[config.mk]
export PLATFORM = sky130hd
export DESIGN_NAME = reg_dump_uart
export DESIGN_NICKNAME = d
export VERILOG_FILES = /design/src/rtl/reg_dump_uart.sv
export SDC_FILE = /design/constraint.sdc
export NUM_CORES = 1
export LEC_CHECK = 0
export ABC_AREA = 1
export BUFFER_PORTS_ARGS = -buffer_cell sky130_fd_sc_hd__buf_2
export CORE_UTILIZATION = 35
export DETAILED_ROUTE_END_ITERATION = 6
export SLEW_MARGIN = 10
export SYNTH_ARGS = -nofsm -noshare
export SYNTH_HDL_FRONTEND = slang
export SYNTH_SLANG_ARGS = --single-unit
[constraint.sdc]
create_clock -name clockCPU -period 2.3 [get_ports clockCPU]
set_input_delay 0.115 -clock clockCPU [delete_from_list [all_inputs] [get_ports clockCPU]]
set_output_delay 0.115 -clock clockCPU [all_outputs]
set_load 0.005 [all_outputs]
[src/rtl/reg_dump_uart.sv]
// Register-file dump engine: walks x0..x31 and streams each one out of an 8N1 UART
// as five bytes (index, then the 32-bit value MSB first).
module reg_dump_uart #(
   parameter int unsigned CLKS_PER_BIT = 434
) (
   input  logic        clockCPU,
   input  logic        reset,
   input  logic        iStart,
   output logic [4:0]  oRegSel,
   input  logic [31:0] iRegData,
   output logic        oTx,
   output logic        oBusy,
   output logic        oDone
);

   localparam logic [15:0] BaudLast = 16'(CLKS_PER_BIT - 1);
   localparam logic [3:0]  BitLast  = 4'd9;
   localparam logic [2:0]  ByteLast = 3'd4;
   localparam logic [4:0]  RegLast  = 5'd31;

   typedef enum logic [2:0] {StIdle, StSelect, StLatch, StSend, StDone} state_e;

   state_e      state_q, state_d;
   logic [4:0]  index_q, index_d;
   logic [31:0] shadow_q, shadow_d;
   logic [15:0] baud_q, baud_d;
   logic [3:0]  bit_q, bit_d;
   logic [2:0]  byte_q, byte_d;
   logic        tx_q, tx_d;
   logic        start_q;
   logic        arm_q;
   logic        start_edge;
   logic [7:0]  tx_byte;
   logic [3:0]  data_idx;
   logic        frame_bit;

   // arm_q blocks an edge until iStart has been seen low after reset, so a line
   // already high when reset releases cannot start a dump.
   assign start_edge = iStart & ~start_q & arm_q;

   // Next-state logic: FSM, register index, shadow capture and bit/baud counters.
   always_comb begin
      state_d  = state_q;
      index_d  = index_q;
      shadow_d = shadow_q;
      baud_d   = '0;
      bit_d    = '0;
      byte_d   = '0;
      case (state_q)
         StIdle: begin
            if (start_edge) begin
               index_d = '0;
               state_d = StSelect;
            end
         end
         StSelect: state_d = StLatch;
         StLatch: begin
            shadow_d = iRegData;
            state_d  = StSend;
         end
         StSend: begin
            baud_d = baud_q + 16'd1;
            bit_d  = bit_q;
            byte_d = byte_q;
            if (baud_q == BaudLast) begin
               baud_d = '0;
               if (bit_q == BitLast) begin
                  bit_d = '0;
                  if (byte_q == ByteLast) begin
                     byte_d = '0;
                     if (index_q == RegLast) begin
                        state_d = StDone;
                     end else begin
                        index_d = index_q + 5'd1;
                        state_d = StSelect;
                     end
                  end else begin
                     byte_d = byte_q + 3'd1;
                  end
               end else begin
                  bit_d = bit_q + 4'd1;
               end
            end
         end
         StDone:  state_d = StIdle;
         default: state_d = StIdle;
      endcase
   end

   // Line level for the coming cycle, derived from next-state counters so oTx is a
   // clean register output aligned with the SEND state.
   always_comb begin
      tx_byte   = 8'h00;
      data_idx  = bit_d - 4'd1;
      frame_bit = 1'b1;
      case (byte_d)
         3'd0:    tx_byte = {3'b000, index_d};
         3'd1:    tx_byte = shadow_d[31:24];
         3'd2:    tx_byte = shadow_d[23:16];
         3'd3:    tx_byte = shadow_d[15:8];
         default: tx_byte = shadow_d[7:0];
      endcase
      if (bit_d == 4'd0) begin
         frame_bit = 1'b0;
      end else if (bit_d == BitLast) begin
         frame_bit = 1'b1;
      end else begin
         frame_bit = tx_byte[data_idx[2:0]];
      end
      tx_d = (state_d == StSend) ? frame_bit : 1'b1;
   end

   // State registers with asynchronous active-high reset.
   always_ff @(posedge clockCPU or posedge reset) begin
      if (reset) begin
         state_q  <= StIdle;
         index_q  <= '0;
         shadow_q <= '0;
         baud_q   <= '0;
         bit_q    <= '0;
         byte_q   <= '0;
         tx_q     <= 1'b1;
         start_q  <= 1'b0;
         arm_q    <= 1'b0;
      end else begin
         state_q  <= state_d;
         index_q  <= index_d;
         shadow_q <= shadow_d;
         baud_q   <= baud_d;
         bit_q    <= bit_d;
         byte_q   <= byte_d;
         tx_q     <= tx_d;
         start_q  <= iStart;
         arm_q    <= arm_q | ~iStart;
      end
   end

   assign oRegSel = index_q;
   assign oTx     = tx_q;
   assign oBusy   = (state_q != StIdle);
   assign oDone   = (state_q == StDone);

endmodule

* Word level (Yosys, flattened, before mapping) *
Cells that the tools add are included.

cells by class
  add/sub/neg operators = 5
  magnitude comparators = 1
  eq/ne operators = 13
  muxes and demuxes = 28
  bitwise gates (word level) = 5
  reduce and logical (&&, ||, !) cells = 4

operator list
  cell                                                                          number
  16-bit 2-to-1 mux                                                             2
  32-bit 2-to-1 mux                                                             1
  8-bit one-hot mux with 4 select lines                                         1
  3-bit 2-to-1 mux                                                              9
  5-bit 2-to-1 mux                                                              5
  16-bit by 1-bit adder with 16-bit output, second input constant               1
  16-bit by 9-bit == test with 1-bit output, second input constant              1
  3-bit by 2-bit == test with 1-bit output, second input constant               5
  4-bit 2-to-1 mux                                                              3
  3-bit one-hot mux with 4 select lines                                         1
  5-bit one-hot mux with 2 select lines                                         1
  4-bit == test, second input constant                                          2
  3-bit by 1-bit == test with 1-bit output, second input constant               2
  3-bit == test, second input constant                                          2
  3-bit zero test                                                               2
  5-bit by 1-bit adder with 5-bit output, second input constant                 1
  5-bit == test, second input constant                                          1
  4-bit by 1-bit adder with 4-bit output, second input constant                 1
  4-bit zero test                                                               1
  3-bit by 4-bit less-than comparator with 1-bit output, second input constant  1
  1-bit 2-to-1 mux                                                              4
  3-bit by 1-bit adder with 3-bit output, second input constant                 1
  1-bit binary-select mux with 3-bit select                                     1
  3-bit nonzero test                                                            1
  4 further kinds                                                               6

word-level totals
  bits in registers = 66
  logic and storage cells = 65

* Logic depth before layout (Yosys ltp) *
Gate-level depths: netlist of run 1.

  depth after elaboration = 12
  gate-level depth with buffers = 21
  gate-level depth less buffers = 20

* Worst setup path after synthesis of run 1 *
Ideal clock, no wire load.

  path type = reg2reg
  from = register baud_q[1]
  to = register tx_q (netlist: oTx)
  setup time = 0.082 ns
  data arrival time = 2.062 ns
  path slack = 0.156 ns
  stages on the path, launching flop included = 17
  path buffers = 0
  clock period less this slack = 2.144 ns
  path through = dfrtp_1 -> inv_1 -> ha_1 -> inv_1 -> nor2_1 -> nand2_1 -> nor2_4 -> nor2_2 -> nor3b_4 -> inv_2 -> ha_1 -> inv_1 -> nand3_1 -> nand3_1 -> nand3_1 -> nand2_1 -> nand2_1

between the ends
  elaborated cells on any way between the ends = 23
  those cells by class = add/sub (1); eq/ne (6); mux (14); reduce/logical (2)

RTL lines
  what                                           line  text
  from (decl)                                    26    logic [15:0] baud_q, baud_d;
  from (signal assigned)                         129   baud_q <= baud_d;
  16-bit by 9-bit == test with 1-bit output (*)  65    if (baud_q == BaudLast) begin
  4-bit 2-to-1 mux (*)                           65
  4-bit 2-to-1 mux (*)                           49    case (state_q)
  net bit_d[0]                                   27    logic [3:0] bit_q, bit_d;
  3-bit by 1-bit subtractor with 3-bit output    94    data_idx = bit_d - 4'd1;
  1-bit binary-select mux with 3-bit select      108   frame_bit = tx_byte[data_idx[2:0]];
  1-bit 2-to-1 mux (implied by the code)         108
  1-bit 2-to-1 mux                               105   end else if (bit_d == BitLast) begin
  1-bit 2-to-1 mux (*)                           103   if (bit_d == 4'd0) begin
  1-bit 2-to-1 mux (*)                           110   tx_d = (state_d == StSend) ? frame_bit : 1'b1;
  net tx_d                                       29    logic tx_q, tx_d;
  to (signal assigned)                           132   tx_q <= tx_d;
  to (decl)                                      29

Mark *: on every way through the listed nets, which the timed path passes. The rest lies on a longest branch. The select of a mux whose other input is x is not followed.

* Worst setup path after layout of run 1 *
Ends and elaborated chain as after synthesis.

==> metrics.yaml, run 1 <==
switchingPower_uw: 587
antenna_found_initial: 0
nFillCells: 1059
min_path_cells: 3
cp_max_fo: 6
worst_setup_path_start_kind: "flop"
drv_cap: 0
worst_slew_pin_slew_ns: 0.650
ioPinCount: 43
grt_pass1_wl_mm: 16.4
min_period_ns: 2.19
synthCells: 523
met3_usage: 0.0435
outcome: "complete, no violations"
max_freq_mhz: 456
utilization: 0.464
hold_viol: 0
power_density_nw_per_um2: 463
met1_usage: 0.216
cts_buffer_depth: 2
ant_nets: 0
critical_path.endpoint_type: "flop"
crit_arrival_ns: 2.48
finalPower_mw: 2.24
post-route-period-util: 0.953
die_y_um: 106
cts_buffers: 9
ys_warn_count: 0
rows: 37
clock_latency_ns: 0.36
met2_usage: 0.339
first_pass_iters: 4
synthDistinctLibCells: 33
netlist_area_sq_um: 3780
grt_max_degree: 38
dp.cells: 701
wl_mm: 9.72
ff2ff_path_depth: 16
grtUsageTotal: 0.187
netSwitchingFraction: 0.262
slew-limit-headroom: 0.566
power_frac_comb: 0.058
worstReg2RegStart: "baud_q[1]"
overflow: 0
dieArea_sq_um: 11200
root_buffer: "clkbuf_8"
place_congestion: 0.863
path_clk_slew_ns: 0.08
core_sq_um: 10400
worst_hold_path.endpoint: "shadow_q[19]"
p_int_mw: 1.65
finalMaxSlewViolations: 0
cts_max_level: 3
clkPwrFrac: 0.408
drive_above_1_share: 0.230
via_per_inst: 4.78
yosysSeqAreaShare: 0.437
setup_viol: 0
nets: 651
stdcell_count: 750
cts_tree: "done"
ir_drop_uv: 280
start_util: 0.363
insertedDiodeCount: 0
busiest_layer: "met2"
avgSynthCellArea_sq_um: 7.23
crit_type: "reg2reg"
dpl.hpwl_mm: 6.97
drt_iter0_drc: 118
synth-seq-cells: 66
wire_per_inst_um: 13.0
vias: 3588
power.leakage_nw: 2.42
port_buffers: 42
hold_start: "iRegData[19]"
drc: 0
hold_class: "in2reg"
r2r_end: "oTx"
syn-num-nets: 565
rsz0062_at_grt: "yes"
cts.sinks: 66
clock_skew_ns: 0.00731
die_w_um: 106
r2r_setup_slack_ns: 0.11
area_growth_pct: 27.8
required_ns: 2.58
grt_pass1_vias: 3650
sequentialPowerShare: 0.534
-- worst max-delay path by stage --
stage / start / to / cells past startpoint
floorplan: baud_q[1] / oTx / 16
global placement: baud_q[1] / oTx / 20
detailed placement: baud_q[1] / oTx / 20
CTS: baud_q[1] / oTx / 20
global route: bit_q[0] / oTx / 19
finish: baud_q[1] / oTx / 16
-- layout make-up --
class / count / area [sq um] / area share
inverter: 65 / 244 / 0.0505
multi-input combinational: 379 / 1910 / 0.396
tap: 136 / 170 / 0.0352
timing repair buffer: 88 / 671 / 0.139
sequential: 66 / 1660 / 0.343
clock buffer: 9 / 124 / 0.0256
clock inverter: 7 / 53.8 / 0.0111
-- layer usage --
layer | part of all wire | vias up
met1 | 0.44 | 1661
met4 | 0.014 | 0
met3 | 0.037 | 16
met2 | 0.50 | 71
met5 | 0 | -
li1 | - | 1840
-- power groups by stage --
| stage | Combinational, mW | Clock [mW] | Sequential [mW] |
|---|---|---|---|
| 4_1_cts | 0.131 | 0.937 | 1.20 |
| 6_report | 0.130 | 0.915 | 1.20 |
| 2_1_floorplan | 0.0498 | 0 | 1.22 |
| 3_3_place_gp | 0.0979 | 0 | 1.22 |
| 5_1_grt | 0.148 | 0.991 | 1.20 |
| 3_5_place_dp | 0.0989 | 0 | 1.22 |
-- cell usage in the layout, fill, tap and decap left out, types with 2 or more instances in the layout --
cell type	n
nand2_2	11
nand4_1	12
inv_6	2
o21ai_1	8
ha_1	5
nor3b_1	7
dfrtp_2	3
nor3_1	5
nor2_4	4
buf_12	3
xnor2_1	2
nand2_1	168
dfrtp_1	62
xor2_1	4
inv_1	50
nand3_2	3
nand3_4	3
o21ai_0	20
a31oi_1	6
o21bai_1	2
clkinvlp_4	3
nand3_1	38
a21oi_1	3
inv_2	14
nor2_2	8
buf_2	42
clkbuf_8	9
buf_8	2
nor2_1	52
buf_4	16
dlygate4sd3_1	25
or2_2	8
-- synthesized netlist by cell type --
library cell,n,area [sq um]
ha_1,7,87.6
nand3_1,40,200
clkinv_1,1,3.75
a21oi_1,4,20.0
clkbuf_1,5,18.8
nand2_1,177,664
nand4_1,12,75.1
nand3_2,3,30.0
nor4_1,2,12.5
dfrtp_1,65,1630
inv_1,57,214
o21ai_0,21,105
buf_1,1,3.75
xnor2_1,2,17.5
a211oi_1,2,15.0
inv_2,7,26.3
nor3_1,6,30.0
nor2_4,2,22.5
mux2i_1,1,10.0
nor2_1,57,214
o21bai_1,2,15.0
xor2_1,4,35.0
o21ai_1,7,35.0
nor3b_1,7,52.6
dfstp_2,1,26.3
buf_6,3,33.8
nor3b_4,1,18.8
a31oi_1,6,37.5
or2_2,8,50.1
nand2_2,2,12.5
buf_2,4,20.0
nand3_4,1,17.5
nor2_2,5,31.3
-- registers in the layout, indices dropped and copies added (netlist names) --
name	count
arm_q	1
baud_q	16
bit_q	4
byte_q	3
oRegSel	5
oTx	1
shadow_q	32
start_q	1
state_q	3
-- cells by family (layout without fill, tap and decap cells) --
group           count (synthesis)  in the layout  share of synthesized area
mux                             1              1                    0.00265
fa+ha+maj                       7              7                     0.0232
buf+inv                        78            169                     0.0847
simple gates                  323            323                      0.378
compound gates                 42             42                     0.0602
xor+xnor                        6              6                     0.0139
flops                          66             66                      0.437
-- critical path: stages, from the launching register on --
cell     delay, ns
dfrtp_1       0.41
inv_2         0.07
ha_4          0.13
inv_1         0.05
nor2_1        0.08
nand2_1       0.08
nor2_4        0.19
nor2_2        0.07
nor3b_4       0.22
inv_2         0.08
ha_1          0.33
inv_1         0.08
nand3_1       0.08
nand3_1       0.07
nand3_1       0.08
nand2_1       0.06
nand2_1       0.04
-- what timing repair did --
action | 4_1_cts | 5_1_grt
gates cloned | 0 | 0
hold endpoints to repair | 53 | 0
hold buffers | 25 | 0
pin swaps | 0 | 8
setup endpoints to repair | 1 | 5
gates resized for setup | 2 | 41
buffers inserted | 0 | 8
-- metrics by stage --
step                      setup WS (ns)  hold slack [ns]  TNS [ns]  instance area, sq um
after floorplan                   0.156            0.146         0                  3780
after global placement         -0.00934            0.238  -0.00934                  4220
after detailed placement        -0.0604            0.240   -0.0604                  4220
after CTS                        0.0105          0.00556         0                  4660
after global routing             -0.107          0.00686    -0.107                  4830
final                             0.107          0.00838         0                  4830
Power figures use the tool's default switching activity.
==> run 2: changes to the inputs <==
- clock period: 2.3 -> 2.75 ns (I/O delays scaled with it)
==> metrics.yaml, run 2 (synthesis results as in run 1) <==
drive_above_1_share: 0.165
crit_chain: "inv_1, ha_1, inv_1, nor2_1, nand2_1, nor2_4, nand2_1, nand3_4, buf_4, nand4_1, nand2_1, nor2_1, o21ai_1, nand2_1, nand2_1, nand2_1, nand3_1, nand2_1, nand2_1"
cts_buffers: 9
insertedDiodeCount: 0
worst_setup_path_start_kind: "flop"
cts_max_level: 3
start_util: 0.363
cp_top_family: "simple AND/OR/NAND/NOR gates"
wl_met3_um: 353
hold_viol: 0
vias: 3416
grt_max_degree: 35
drv_cap: 0
setup-tns-final_ns: 0
finalMaxSlewViolations: 0
port_buffers: 42
finalWorstSetupSlack_ns: 0.357
cp.buffers_inverters: 3
cts_buffer_depth: 2
power_density_nw_per_um2: 447
wl_met2_mm: 4.28
crit_type: "reg2reg"
min_period_ns: 2.39
setup_viol: 0
post-route-period-util: 0.870
core_sq_um: 10400
slew-limit-headroom: 0.635
ioPinCount: 43
crit_arrival_ns: 2.68
largest_reg_flops: 32
clock_skew_ns: 0.0116
die_y_um: 106
nets: 619
die_w_um: 106
fin_area_sq_um: 4420
dpl.hpwl_mm: 6.77
top_layer_used: "met4"
regMostFlops: "shadow_q"
wl_met1_mm: 4.22
clock_latency_ns: 0.35
drc: 0
grtUsageTotal: 0.177
path_clk_slew_ns: 0.08
required_ns: 3.03
max_stage_delay_ns: 0.40
drt_iter0_drc: 102
wire_per_inst_um: 12.5
final_common_cell: "nand2_1"
wl_mm: 8.99
dp_slack_ns: 0.331
holdWs_ns: 0.00973
max_freq_mhz: 418
nFillCells: 1093
placedInstanceArea_sq_um: 4140
grt_pass1_vias: 3439
crit_slowest_cell: "dfrtp_1"
via_per_inst: 4.76
cts_tree: "done"
cp_max_fo: 16
worst_path_most_repeated_cell: "nand2_1"
antenna_found_initial: 0
cts.sinks: 66
ant_nets: 0
layout_common_cells: "nand2_1, dfrtp_1, nor2_1"
hold_class: "in2reg"
rows: 37
area_growth_pct: 16.8
dieArea_sq_um: 11200
power.leakage_nw: 2.28
rsz0062_at_grt: "no"
root_buffer: "clkbuf_8"
outcome: "complete, no violations"
place_congestion: 0.865
ir_drop_uv: 284
first_pass_iters: 5
grt_pass1_wl_mm: 15.7
critical_path.endpoint_type: "flop"
overflow: 0
worst_slew_pin_slew_ns: 0.546
==> run 2: per-stage QoR <==
stage	cells	util	total power [mW]
2_1_floorplan	523	-	1.06
3_3_place_gp	695	0.397	1.10
3_5_place_dp	695	0.397	1.10
4_1_cts	715	0.422	2.00
5_1_grt	717	0.424	2.06
6_report	717	0.424	1.98
==> run 2: final timing paths <==
path	cells after the start	start	to	slack [ns]
min reg2reg	1	arm_q	arm_q	0.48
min	3	iRegData[4]	shadow_q[4]	0.01
max in group asynchronous	4	reset	shadow_q[29]	1.65
max reg2reg	19	baud_q[1]	oTx	0.36
max	19	baud_q[1]	oTx	0.36
min in group asynchronous	3	reset	shadow_q[25]	0.39
==> run 2: repair_timing <==
action | in CTS | in global routing
endpoints found under the setup margin | 0 | 1
setup buffers | 0 | 2
gates resized for setup | 0 | 1
hold buffers | 5 | 0
endpoints found under the hold margin | 27 | 0
==> run 2: layout make-up <==
type,instances,area (sq um),area share
inverters,65,244,0.0552
repair buffers,56,328,0.0742
multi-input cells,379,1820,0.411
clock buffers,10,128,0.0289
well taps,136,170,0.0385
flip-flops and latches,66,1650,0.374
clock inverters,5,80.1,0.0181
==> run 2: per-layer routing <==
layer | vias to the layer above | track usage
li1 | 1762 | -
met4 | 0 | 0.0506
met5 | - | 0
met3 | 14 | 0.0472
met2 | 64 | 0.304
met1 | 1576 | 0.218
==> run 2: worst reg2reg max path, stage by stage, from the launching register on <==
cell and delay (ns):
dfrtp_1 0.40, inv_1 0.06, ha_1 0.17, inv_1 0.06
nor2_1 0.10, nand2_1 0.09, nor2_4 0.19, nand2_1 0.13
nand3_4 0.16, buf_4 0.23, nand4_1 0.11, nand2_1 0.10
nor2_1 0.05, o21ai_1 0.16, nand2_1 0.07, nand2_1 0.06
nand2_1 0.04, nand3_1 0.06, nand2_1 0.05, nand2_1 0.05
==> run 2: power by group <==
part	internal (mW)	switching, mW
clock	0.504	0.387
sequential	0.994	0.00637
combinational	0.0369	0.0485
total	1.54	0.441
==> run 3: changes to the inputs <==
- CORE_MARGIN: default -> 2
- HOLD_SLACK_MARGIN: default -> 0.06
==> metrics.yaml, run 3 (synthesis results as in run 1) <==
outcome: "complete, no violations"
grt_pass1_vias: 3554
required_ns: 3.05
rows: 37
wire_per_inst_um: 12.7
grt_pass1_wl_mm: 16.2
drt_iter0_drc: 136
max_stage_delay_ns: 0.40
wl_mm: 9.33
critical_path.endpoint_type: "flop"
hold_viol: 0
cp_max_fo: 12
port_buffers: 42
sequentialPowerShare: 0.494
start_util: 0.363
crit_chain: "inv_1, ha_1, nand3_1, nor2_1, nand2_2, nand2_1, nand3_2, inv_2, nand2_2, o21ai_0, nor2_1, o21ai_1, nand2_1, nand2_1, nand2_1, nand3_1, nand2_1, nand2_1"
hold_class: "in2async"
final_common_cell: "nand2_1"
area_growth_pct: 22.6
cts_max_level: 3
die_y_um: 108
worst_path_most_repeated_cell: "nand2_1"
place_congestion: 0.866
wl_met3_um: 296
setup_viol: 0
via_per_inst: 4.74
rsz0062_at_grt: "no"
crit_type: "reg2reg"
power_frac_comb: 0.054
p_int_mw: 1.56
ir_drop_uv: 238
cts_buffer_depth: 2
insertedDiodeCount: 0
grtUsageTotal: 0.175
cts_tree: "done"
nFillCells: 1073
top_layer_used: "met4"
switchingPower_uw: 465
utilization: 0.445
regMostFlops: "shadow_q"
crit_arrival_ns: 2.73
largest_reg_flops: 32
cts_buffers: 9
min_period_ns: 2.43
overflow: 0
netSwitchingFraction: 0.230
layout_common_cells: "nand2_1, dfrtp_1, nor2_1"
vias: 3490
post-route-period-util: 0.884
drive_above_1_share: 0.156
fin_area_sq_um: 4640
wl_met1_mm: 4.28
ant_nets: 0
clock_latency_ns: 0.36
path_clk_slew_ns: 0.08
dpl.hpwl_mm: 6.74
grt_max_degree: 67
slew-limit-headroom: 0.428
cts.sinks: 66
finalMaxSlewViolations: 0
postCtsSetupBuffers: 0
wl_met2_mm: 4.66
die_w_um: 108
clkPwrFrac: 0.452
worst_setup_path_start_kind: "flop"
clock_skew_ns: 0.0118
setup-tns-final_ns: 0
power_density_nw_per_um2: 437
power.leakage_nw: 2.36
first_pass_iters: 5
drc: 0
worst_slew_pin_slew_ns: 0.858
nets: 639
crit_slowest_cell: "dfrtp_1"
drv_cap: 0
ioPinCount: 43
placedInstanceArea_sq_um: 4130
max_freq_mhz: 412
dieArea_sq_um: 11700
antenna_found_initial: 0
core_sq_um: 10400
root_buffer: "clkbuf_8"
## run 3: cell types whose count changed in the layout (fill, tap and decap cells not counted)
cell / previous run / this run
dlygate4sd3_1: 5 / 28
buf_4: 9 / 6
clkinv_4: 0 / 2
clkbuf_1: 1 / 0
clkinv_2: 1 / 0
## run 3: routing by layer
| metal | up-vias | global-route usage |
|---|---|---|
| met2 | 59 | 0.308 |
| met4 | 0 | 0.0440 |
| li1 | 1803 | - |
| met3 | 7 | 0.0380 |
| met5 | - | 0 |
| met1 | 1621 | 0.220 |
## run 3: worst max-delay path: cells and delay by family, from the launching register on
family,cells,cell delay [ns]
AND/OR/NAND/NOR,13,1.23
flip-flops,1,0.40
adder cells (fa/ha/maj),1,0.17
AO/OA/AOI/OAI,2,0.32
buffers and inverters,2,0.26
## run 3: power by group through the flow
stage               Clock (mW)  Combinational [mW]  Sequential (mW)
detailed placement           0              0.0799             1.02
floorplan                    0              0.0417             1.02
finish                   0.915               0.108             1.00
global route             0.976               0.125             1.00
CTS                      0.938               0.110             1.00
global placement             0              0.0782             1.02
## run 3: final cells by class
| class | instances | area, sq um | area share |
|---|---|---|---|
| Multi-Input combinational cell | 379 | 1820 | 0.392 |
| Sequential cell | 66 | 1650 | 0.357 |
| Timing Repair Buffer | 76 | 536 | 0.116 |
| Inverter | 65 | 244 | 0.0526 |
| Tap cell | 136 | 170 | 0.0367 |
| Clock buffer | 9 | 124 | 0.0267 |
| Clock inverter | 6 | 92.6 | 0.0200 |
## run 3: through the flow
stage          instances  total power [mW]  setup slack [ns]  hold slack, ns
6_report             737              2.02             0.320          0.0263
5_1_grt              737              2.10            0.0183          0.0928
4_1_cts              737              2.05             0.270          0.0619
3_5_place_dp         694              1.10             0.293           0.261
3_3_place_gp         694              1.10             0.338           0.260
2_1_floorplan        523              1.06             0.606           0.169
## run 3: repair_timing
action | in CTS | in global routing
resized for setup | 0 | 1
endpoints found under the setup margin | 0 | 1
hold buffers | 28 | 0
hold endpoints to repair | 29 | 0
## run 3: path summary, 6_finish.rpt
path                                end  slack (ns)  cells past startpoint    startpoint
hold reg to reg                   arm_q        0.47                      1         arm_q
setup / recovery                    oTx        0.32                     18     baud_q[1]
min in group clockCPU      shadow_q[29]        0.07                      3  iRegData[29]
hold / removal                baud_q[4]        0.03                      3         reset
max in group asynchronous   shadow_q[0]        2.16                      3         reset
setup reg to reg                    oTx        0.32                     18     baud_q[1]
